==> src/rtl/fifo_stream_reader_pkg.sv <==
// fifo_stream_reader_pkg
//   Shared FIFO-reader constants: skid buffer depth, transfer counter width,
//   occupancy state encoding and a ceil(log2) helper.
package fifo_stream_reader_pkg;

    function automatic int unsigned clog2(input int unsigned v);
        int unsigned r;
        r = 0;
        for (int unsigned i = 0; i < 32; i++) begin
            if ((32'd1 << i) < v) begin
                r = i + 1;
            end
        end
        return r;
    endfunction

    localparam int unsigned BUF_DEPTH = 2;
    localparam int unsigned CNT_W     = 32;
    localparam int unsigned OCC_W     = clog2(BUF_DEPTH + 1);

    // Buffer occupancy: number of words currently held
    typedef enum logic [OCC_W-1:0] {
        OCC_S0 = 2'd0,
        OCC_S1 = 2'd1,
        OCC_S2 = 2'd2
    } occ_e;

endpackage

==> src/rtl/fifo_stream_reader_if.sv <==
// fifo_stream_reader_if
//   Bundles the upstream FIFO read port and the downstream valid/ready stream.
//   slave  : the reader block (consumes FIFO flags/data, produces the stream)
//   master : the environment (FIFO model plus downstream sink)
//   Signals: fifo_empty, fifo_q, fifo_pop, out_valid, out_ready, out_data
interface fifo_stream_reader_if #(
    parameter int WIDTH = 8
);
    logic             fifo_empty;
    logic [WIDTH-1:0] fifo_q;
    logic             fifo_pop;
    logic             out_valid;
    logic             out_ready;
    logic [WIDTH-1:0] out_data;

    modport slave (
        input  fifo_empty, fifo_q, out_ready,
        output fifo_pop, out_valid, out_data
    );

    modport master (
        output fifo_empty, fifo_q, out_ready,
        input  fifo_pop, out_valid, out_data
    );
endinterface

==> src/rtl/fifo_stream_reader_stream_buf2.sv <==
// stream_buf2
//   Two-entry ordered word store. head_q is always the oldest word and drives
//   the output directly, so the visible word comes straight from a register.
//   Ports:
//     clk, rst          clock, synchronous active-high reset
//     push_i/push_data_i  append a word at the tail
//     pop_i             drop the head word
//     clear_i           discard everything (overrides push/pop)
//     head_o            oldest word
//     occ_o             occupancy state
//     valid_o           occupancy non-zero
module stream_buf2
    import fifo_stream_reader_pkg::*;
#(
    parameter int WIDTH = 8
) (
    input  logic             clk,
    input  logic             rst,
    input  logic             push_i,
    input  logic [WIDTH-1:0] push_data_i,
    input  logic             pop_i,
    input  logic             clear_i,
    output logic [WIDTH-1:0] head_o,
    output occ_e             occ_o,
    output logic             valid_o
);

    occ_e             occ_q, occ_d;
    logic [WIDTH-1:0] head_q, head_d;
    logic [WIDTH-1:0] tail_q, tail_d;

    always_ff @(posedge clk) begin
        if (rst) begin
            occ_q  <= OCC_S0;
            head_q <= '0;
            tail_q <= '0;
        end else begin
            occ_q  <= occ_d;
            head_q <= head_d;
            tail_q <= tail_d;
        end
    end

    always_comb begin
        occ_d  = occ_q;
        head_d = head_q;
        tail_d = tail_q;
        if (clear_i) begin
            occ_d = OCC_S0;
        end else begin
            unique case (occ_q)
                OCC_S0: begin
                    if (push_i) begin
                        head_d = push_data_i;
                        occ_d  = OCC_S1;
                    end
                end
                OCC_S1: begin
                    case ({push_i, pop_i})
                        2'b10: begin
                            tail_d = push_data_i;
                            occ_d  = OCC_S2;
                        end
                        2'b01: occ_d = OCC_S0;
                        // Replace the leaving head with the arriving word.
                        2'b11: head_d = push_data_i;
                        default: ;
                    endcase
                end
                OCC_S2: begin
                    // Full: a push is only possible alongside a pop.
                    if (pop_i) begin
                        head_d = tail_q;
                        if (push_i) begin
                            tail_d = push_data_i;
                        end else begin
                            occ_d = OCC_S1;
                        end
                    end
                end
                default: occ_d = OCC_S0;
            endcase
        end
    end

    assign head_o  = head_q;
    assign occ_o   = occ_q;
    assign valid_o = (occ_q != OCC_S0);

endmodule

==> src/rtl/fifo_stream_reader.sv <==
// fifo_stream_reader
//   Turns a 1-cycle-latency FIFO read port (pop -> q next cycle) into a
//   valid/ready stream, using a 2-entry buffer so a full-rate stream survives
//   downstream stalls without losing words.
//   Ports:
//     clk, rst    clock, synchronous active-high reset
//     flush       drop buffered and in-flight words
//     xfer_count  completed downstream transfers (wraps)
//     bus         slave side of fifo_stream_reader_if
module fifo_stream_reader
    import fifo_stream_reader_pkg::*;
#(
    parameter int WIDTH = 8
) (
    input  logic                  clk,
    input  logic                  rst,
    input  logic                  flush,
    output logic [CNT_W-1:0]      xfer_count,
    fifo_stream_reader_if.slave   bus
);

    logic             inflight_q;
    logic [CNT_W-1:0] xfer_q, xfer_d;
    logic             deq;
    logic             out_valid;
    logic [WIDTH-1:0] head;
    occ_e             occ;
    logic [2:0]       pending;

    stream_buf2 #(.WIDTH(WIDTH)) u_buf (
        .clk         (clk),
        .rst         (rst),
        .push_i      (inflight_q && !flush),
        .push_data_i (bus.fifo_q),
        .pop_i       (deq),
        .clear_i     (flush),
        .head_o      (head),
        .occ_o       (occ),
        .valid_o     (out_valid)
    );

    assign deq = out_valid && bus.out_ready;

    // Words that will be held after this edge; a new pop is safe only if one
    // slot remains for it. deq implies occ >= 1, so this never goes negative.
    assign pending = {1'b0, occ} + {2'b00, inflight_q} - {2'b00, deq};

    assign bus.fifo_pop  = !rst && !flush && !bus.fifo_empty && (pending <= 3'd1);
    assign bus.out_valid = out_valid;
    assign bus.out_data  = head;

    assign xfer_d = deq ? xfer_q + 1'b1 : xfer_q;

    always_ff @(posedge clk) begin
        if (rst) begin
            inflight_q <= 1'b0;
            xfer_q     <= '0;
        end else begin
            inflight_q <= bus.fifo_pop;
            xfer_q     <= xfer_d;
        end
    end

    assign xfer_count = xfer_q;

endmodule

==> src/flat_wrapper.sv <==
// flat-port wrapper written by rule: the top's interface ports become plain ports
module fifo_stream_reader_flat import fifo_stream_reader_pkg::*;
#(
    parameter int WIDTH = 8
)
  (clk, rst, flush, xfer_count, bus_fifo_empty, bus_fifo_q, bus_out_ready, bus_fifo_pop, bus_out_valid, bus_out_data);
  fifo_stream_reader_if #(.WIDTH(WIDTH)) bus_i ();
  input  logic clk;
  input  logic rst;
  input  logic flush;
  output logic [CNT_W-1:0] xfer_count;
  input wire logic [$bits(bus_i.fifo_empty)-1:0] bus_fifo_empty;
  input wire logic [$bits(bus_i.fifo_q)-1:0] bus_fifo_q;
  input wire logic [$bits(bus_i.out_ready)-1:0] bus_out_ready;
  output wire logic [$bits(bus_i.fifo_pop)-1:0] bus_fifo_pop;
  output wire logic [$bits(bus_i.out_valid)-1:0] bus_out_valid;
  output wire logic [$bits(bus_i.out_data)-1:0] bus_out_data;
  assign bus_i.fifo_empty = bus_fifo_empty;
  assign bus_i.fifo_q = bus_fifo_q;
  assign bus_i.out_ready = bus_out_ready;
  assign bus_fifo_pop = bus_i.fifo_pop;
  assign bus_out_valid = bus_i.out_valid;
  assign bus_out_data = bus_i.out_data;
  fifo_stream_reader #(.WIDTH(WIDTH)) u_core (.clk(clk), .rst(rst), .flush(flush), .xfer_count(xfer_count), .bus(bus_i));
endmodule
==> config.mk <==
export PLATFORM = sky130hd
export DESIGN_NAME = fifo_stream_reader_flat
export DESIGN_NICKNAME = d
export VERILOG_FILES = /design/src/rtl/fifo_stream_reader_pkg.sv /design/src/rtl/fifo_stream_reader_if.sv /design/src/rtl/fifo_stream_reader_stream_buf2.sv /design/src/rtl/fifo_stream_reader.sv /design/src/flat_wrapper.sv
export SDC_FILE = /design/constraint.sdc
export NUM_CORES = 1
export LEC_CHECK = 0
export CORE_MARGIN = 2
export CORE_UTILIZATION = 46
export CTS_CLUSTER_SIZE = 25
export DETAILED_ROUTE_END_ITERATION = 10
export MAX_ROUTING_LAYER = met4
export PLACE_DENSITY_LB_ADDON = 0.2
export SYNTH_ARGS = -nofsm -noshare
export SYNTH_HDL_FRONTEND = slang
export SYNTH_HIERARCHICAL = 1
export SYNTH_SLANG_ARGS = --single-unit
==> constraint.sdc <==
create_clock -name clk -period 4.2 [get_ports clk]
set_clock_uncertainty 0.15 [all_clocks]
set_input_delay 1.26 -clock clk [delete_from_list [all_inputs] [get_ports clk]]
set_output_delay 1.26 -clock clk [all_outputs]
set_load 0.01 [all_outputs]
# Word level (Yosys, flattened, before mapping)
# Cells that the tools add are included.
[op_classes] addsub=3 magnitude_cmp=1 n_eq_ne=12 muxes=12 n_bitwise=1 n_reduce_logical=16
[ops] cell="8-bit 2-to-1 mux" n=5
[ops] cell="32-bit by 1-bit adder with 32-bit output, second input constant" n=1
[ops] cell="8-bit one-hot mux with 3 select lines" n=1
[ops] cell="8-bit one-hot mux with 2 select lines" n=1
[ops] cell="5-bit AND reduction" n=2
[ops] cell="2-bit != test, second input constant" n=4
[ops] cell="2-bit equality test, second input constant" n=3
[ops] cell="2-bit 2-to-1 mux" n=3
[ops] cell="2-bit one-hot mux with 3 select lines" n=1
[ops] cell="1-bit logical AND" n=5
[ops] cell="2-bit by 1-bit equality test with 1-bit output, second input constant" n=2
[ops] cell="2-bit by 1-bit != test with 1-bit output, second input constant" n=2
[ops] cell="2-bit one-hot mux with 2 select lines" n=1
[ops] cell="4-bit AND reduction" n=1
[ops] cell="2-bit nonzero test" n=2
[ops] cell="2-bit by 1-bit adder with 3-bit output" n=1
[ops] cell="3-bit by 1-bit less-or-equal comparator with 1-bit output, second input constant" n=1
[ops] cell="1-bit zero test" n=3
[ops] cell="3-bit by 2-bit != test with 1-bit output, second input constant" n=1
[ops] cell="3-bit nonzero test" n=1
[ops] cell="3-bit by 1-bit subtractor with 3-bit output" n=1
[ops] cell="2-bit zero test" n=1
[ops] cell="2-bit OR reduction" n=1
[ops] cell="1-bit NOT" n=1
[word_totals] register_bits=51 output_inout_bits=42

# Depth between registers and ports, before layout
# Gate-level depths: netlist of run 1.
[depth] ltp_word=5 depth_mapped=11 depth_no_buf=9

# By module
# The synthesis of run 1 kept the hierarchy.
[by_module_without_submodules] module="fifo_stream_reader" instances=1 cells_each=190 area_each_um2=1670.4 seq_area_each_um2=660.6
[by_module_without_submodules] module="stream_buf2" instances=1 cells_each=85 area_each_um2=894.6 seq_area_each_um2=360.3

# Worst setup path before layout of run 1
# Ideal clock, no wire load.
[synth_path] path_kind="input-to-output" start="input bus_out_ready" end="output bus_fifo_pop" arrival_ns=3.077 required_ns=2.790 setup_slack_ns=-0.287 path_stages=9 path_cell_list="and2_1 -> clkbuf_1 -> ha_1 -> inv_1 -> ha_1 -> inv_1 -> fa_1 -> nand2b_1 -> nor4_1"
[synth_between] elab_chain_cells=4
[synth_rtl] element="from (decl)" line_no="flat_wrapper.sv:14" text="input wire logic [$bits(bus_i.out_ready)-1:0] bus_out_ready;"
[synth_rtl] element="1-bit logical AND" line_no="fifo_stream_reader.sv:42" text="assign deq = out_valid && bus.out_ready;"
[synth_rtl] element="via u_core.deq" line_no="fifo_stream_reader.sv:24" text="logic deq;"
[synth_rtl] element="3-bit by 1-bit subtractor with 3-bit output" line_no="fifo_stream_reader.sv:46" text="assign pending = {1'b0, occ} + {2'b00, inflight_q} - {2'b00, deq};"
[synth_rtl] element="3-bit by 1-bit less-or-equal comparator with 1-bit output" line_no="fifo_stream_reader.sv:48" text="assign bus.fifo_pop = !rst && !flush && !bus.fifo_empty && (pending <= 3'd1);"
[synth_rtl] element="1-bit logical AND" line_no="fifo_stream_reader.sv:48"
[synth_rtl] element="to (decl)" line_no="flat_wrapper.sv:15" text="output wire logic [$bits(bus_i.fifo_pop)-1:0] bus_fifo_pop;"
# The timed path passes the listed nets, and every way through them passes these cells.

# Final worst setup path of run 1
[layout_path] start="input bus_out_ready" end="output bus_fifo_pop"
[layout_between] elab_chain_cells=4
[layout_rtl] element="1-bit logical AND" line_no="fifo_stream_reader.sv:42"
[layout_rtl] element="3-bit by 1-bit subtractor with 3-bit output" line_no="fifo_stream_reader.sv:46"
[layout_rtl] element="3-bit by 1-bit less-or-equal comparator with 1-bit output" line_no="fifo_stream_reader.sv:48"
[layout_rtl] element="1-bit logical AND" line_no="fifo_stream_reader.sv:48"
# No other way between the ends.

==> results of run 1 <==
power groups by stage:
stage	Combinational [uW]	Sequential, uW	Clock (uW)
2_1_floorplan	24.4	499	0
6_report	59.8	487	273
3_5_place_dp	47.3	498	0
4_1_cts	57.6	487	282
3_3_place_gp	46.6	498	0
5_1_grt	64.5	488	306
critical path, delay by kind of cell:
kind / cells / cell delay, ns
buffers and inverters: 4 / 0.34
AND/OR/NAND/NOR: 3 / 0.49
adder cells (fa/ha/maj): 3 / 0.78
layer usage:
metal	global-route usage (%)	up-vias	share of wire, %
li1	-	1146	-
met1	23.1	1076	47
met2	32.8	41	49
met3	3.91	7	3.3
met4	5.96	0	1.3
met5	-	-	0
cell type report:
| type | instances | area [sq um] |
|---|---|---|
| Multi-Input combinational cell | 199 | 1470 |
| Tap cell | 72 | 90.1 |
| Inverter | 9 | 33.8 |
| Fill cell | 456 | 2060 |
| Clock inverter | 1 | 5.00 |
| Sequential cell | 51 | 1020 |
| Clock buffer | 7 | 76.3 |
| Timing Repair Buffer | 73 | 678 |
what timing repair did:
action,4_1_cts,5_1_grt
pin swaps,3,4
buffers inserted,13,2
gates resized for setup,14,3
endpoints found under the setup margin,1,2
kinds of logic after synthesis:
group                      Yosys count
and+or+nand+nor                    104
DFF                                 51
xor gates and xnor gates            12
adders and majority gates            7
AOI/OAI and AO/OA                   54
buffers and inverters               25
muxes                               22
stage by stage:
| step | instance area (sq um) | TNS, ns | utilization (%) | hold WS [ns] | cells |
|---|---|---|---|---|---|
| global route | 3380 | -0.173 | 62.1 | 0.390 | 412 |
| detailed placement | 3160 | -1.05 | 58.2 | 0.335 | 391 |
| finish | 3380 | -0.0977 | 62.1 | 0.355 | 412 |
| global placement | 3160 | -1.01 | 58.2 | 0.323 | 391 |
| floorplan | 2610 | -0.0335 | - | 0.310 | 275 |
| CTS | 3360 | -0.225 | 61.7 | 0.357 | 412 |
cell usage in the layout, fill, tap and decap left out, drive strengths merged, types with 10 or more instances in the layout:
| cell type | n |
|---|---|
| a21oi | 27 |
| buf | 22 |
| clkdlybuf4s50 | 51 |
| dfxtp | 51 |
| mux2i | 19 |
| nand2 | 10 |
| nand3 | 10 |
| nand4 | 12 |
| nor2 | 24 |
| o31ai | 10 |
| or4 | 10 |
worst min path at each step:
| stage | startpoint | endpoint | slack (ns) | depth (start not counted) |
|---|---|---|---|---|
| 2_1_floorplan | u_core/u_buf/tail_q[0] | u_core/u_buf/tail_q[0] | 0.31 | 2 |
| 3_3_place_gp | u_core/u_buf/tail_q[1] | u_core/u_buf/tail_q[1] | 0.32 | 2 |
| 3_5_place_dp | u_core/u_buf/tail_q[3] | u_core/u_buf/tail_q[3] | 0.34 | 2 |
| 4_1_cts | u_core/xfer_count[29] | u_core/xfer_count[29] | 0.36 | 2 |
| 5_1_grt | u_core/u_buf/tail_q[3] | u_core/u_buf/tail_q[3] | 0.39 | 2 |
| 6_report | u_core/u_buf/tail_q[2] | u_core/u_buf/tail_q[2] | 0.35 | 2 |
state kept, by name, indices dropped and copies added, names as in the netlist:
signal,cells
u_core/inflight_q,1
u_core/u_buf/head_o,8
u_core/u_buf/occ_o,2
u_core/u_buf/tail_q,8
u_core/xfer_count,32
==> impl_results.md, run 1 <==
* Post-Synth Simple-Gate Area at 24.1%
* Area of the core at 5440 sq um
* Cell row count at 27
* Cell with the most instances after synthesis: dfxtp_1
* Worst stage delay on the critical path at 0.47 ns
* Starting Density at 47.2%
* Slew headroom at 59.9%
* Clock group share of total power at 33.3%
* Die Footprint at 6190 sq um
* Port bufs at 54
* Initial antenna violation count at 0
* Synth top area share at 39.8%
* CP arrival at 2.89 ns
* Syn Area/Cell at 9.33 sq um
* Layout Area Growth over Synthesis at 31.7%
* Worst slack, placed at -1.05 ns
* Largest net degree at the start of global routing at 55
* CTS tree: done
* Synthesized net count at 295
* Ant. Diodes at 0
* Clock latency on the worst-skew pair at 0.30 ns
* Syn Inst Count at 275
* Routed Antenna Nets at 0
* Layout cells sized above 1 at 15.6%
* Final Max Slew Viols at 0
* CP Max Fanout at 4
* Net Sw Frac at 22.7%
* Worst min path class: reg2reg
* Layout Nets at 359
* Post-synthesis xor/xnor area fraction at 4.10%
* Netlist cell types at 43
* R2R Setup Slk at 0.52 ns
* All-Layer GR Usage at 19.3%
* Post-synth EDFFs at 0
* Slew at the pin with the worst max-slew slack at 0.601 ns
* Adder-Cell Fraction of Synth Area at 3.71%
* CTS max path bufs at 2
* Worst EP required at 2.79 ns
* Synth area leaders: dfxtp_1 (40%), mux2i_1 (7.4%), a21oi_1 (4.7%)
* Failing checks: setup timing
* # DRC at 0
* Tcrit/Tclk final at 102%
* Power Density at 243 nW/um^2
* Cell area after synthesis at 2560 sq um
* Switching power at 186 uW
* Post-synth ARST share at 0%
* Outcome: finished with violations
* Worst setup EP type: output port
* Clock transition at path regs at 0.09 ns
* Max-Cap Viols at 0
* Synth cell count leaders: dfxtp_1 (51), a21oi_1 (24), nor2_1 (24), mux2i_1 (19)
* Yosys reg bits at 51
* RePlAce Congestion at 0.825
* DRT Pass-1 Iters at 4
* Die Height at 78.7 um
* Post-synthesis sequential area ratio at 39.8%
* Setup crit start: bus_out_ready
* Clk sinks at 51
* Main combinational cell family by area after synthesis: simple AND/OR/NAND/NOR gates
* Total CTS buffers at 5
* LEAKAGE at 0.00118 uW
* Final setup margin at -0.0977 ns
* Die W at 78.7 um
* H-tree depth at 2
* Peak supply drop at 195 uV
* Drt total wl at 5.60 mm
* Setup Crit Path Kind: in2out
* Via count at 2,270
* CP startpoint kind: input port
* Congestion Overflow GR at 0
* Reg2reg path depth at 21
* Post-DP HPWL at 3.73 mm
* Per-cell routed wire length at 13.6 um
* Final min period at 4.30 ns
* RR Endpoint: u_core/inflight_q
* Comb pwr share at 7.3%
* Power, Total at 820 uW
* Final setup vio count at 1
* Compound-Gate Fraction of Synth Area at 14.2%
* Crit Reg-Reg Startpoint: u_core/u_buf/occ_o[1]
* Main flop type after synthesis: dfxtp_1
* Synth warn at 6
* Critical Path, Cell by Cell: buf_8, and2_4, ha_4, inv_2, ha_4, inv_2, fa_1, nand2b_1, nor4_4, buf_2
* Number of global-route vias before repair at 2,001
* IO Pins at 55
* DR iter-0 viols at 106
* Root Buffer: clkbuf_8
* Internal power at 634 uW
* Hold buffers post-CTS at 0
* First-pass GRT wire length at 9.38 mm
* RSZ-0062 raised after global routing: yes
* Critical path's slowest cell: fa_1
* Hold Violations, Final at 0
* Sequential Power Share at 59.4%
* F_max at 0.233 GHz
* Post-DR vias/cell at 5.51
* Mux share of post-synthesis cell area at 8.73%
* Most area-hungry cell type in the Yosys netlist: dfxtp_1
* Crit path to: bus_fifo_pop
(Power assumes the default switching activity.)
==> inputs of run 2 (changes only) <==
Settings changed: CAP_MARGIN set to 10.
==> results of run 2 <==
The final DEF is identical to that of run 1; final timing and power are the same.
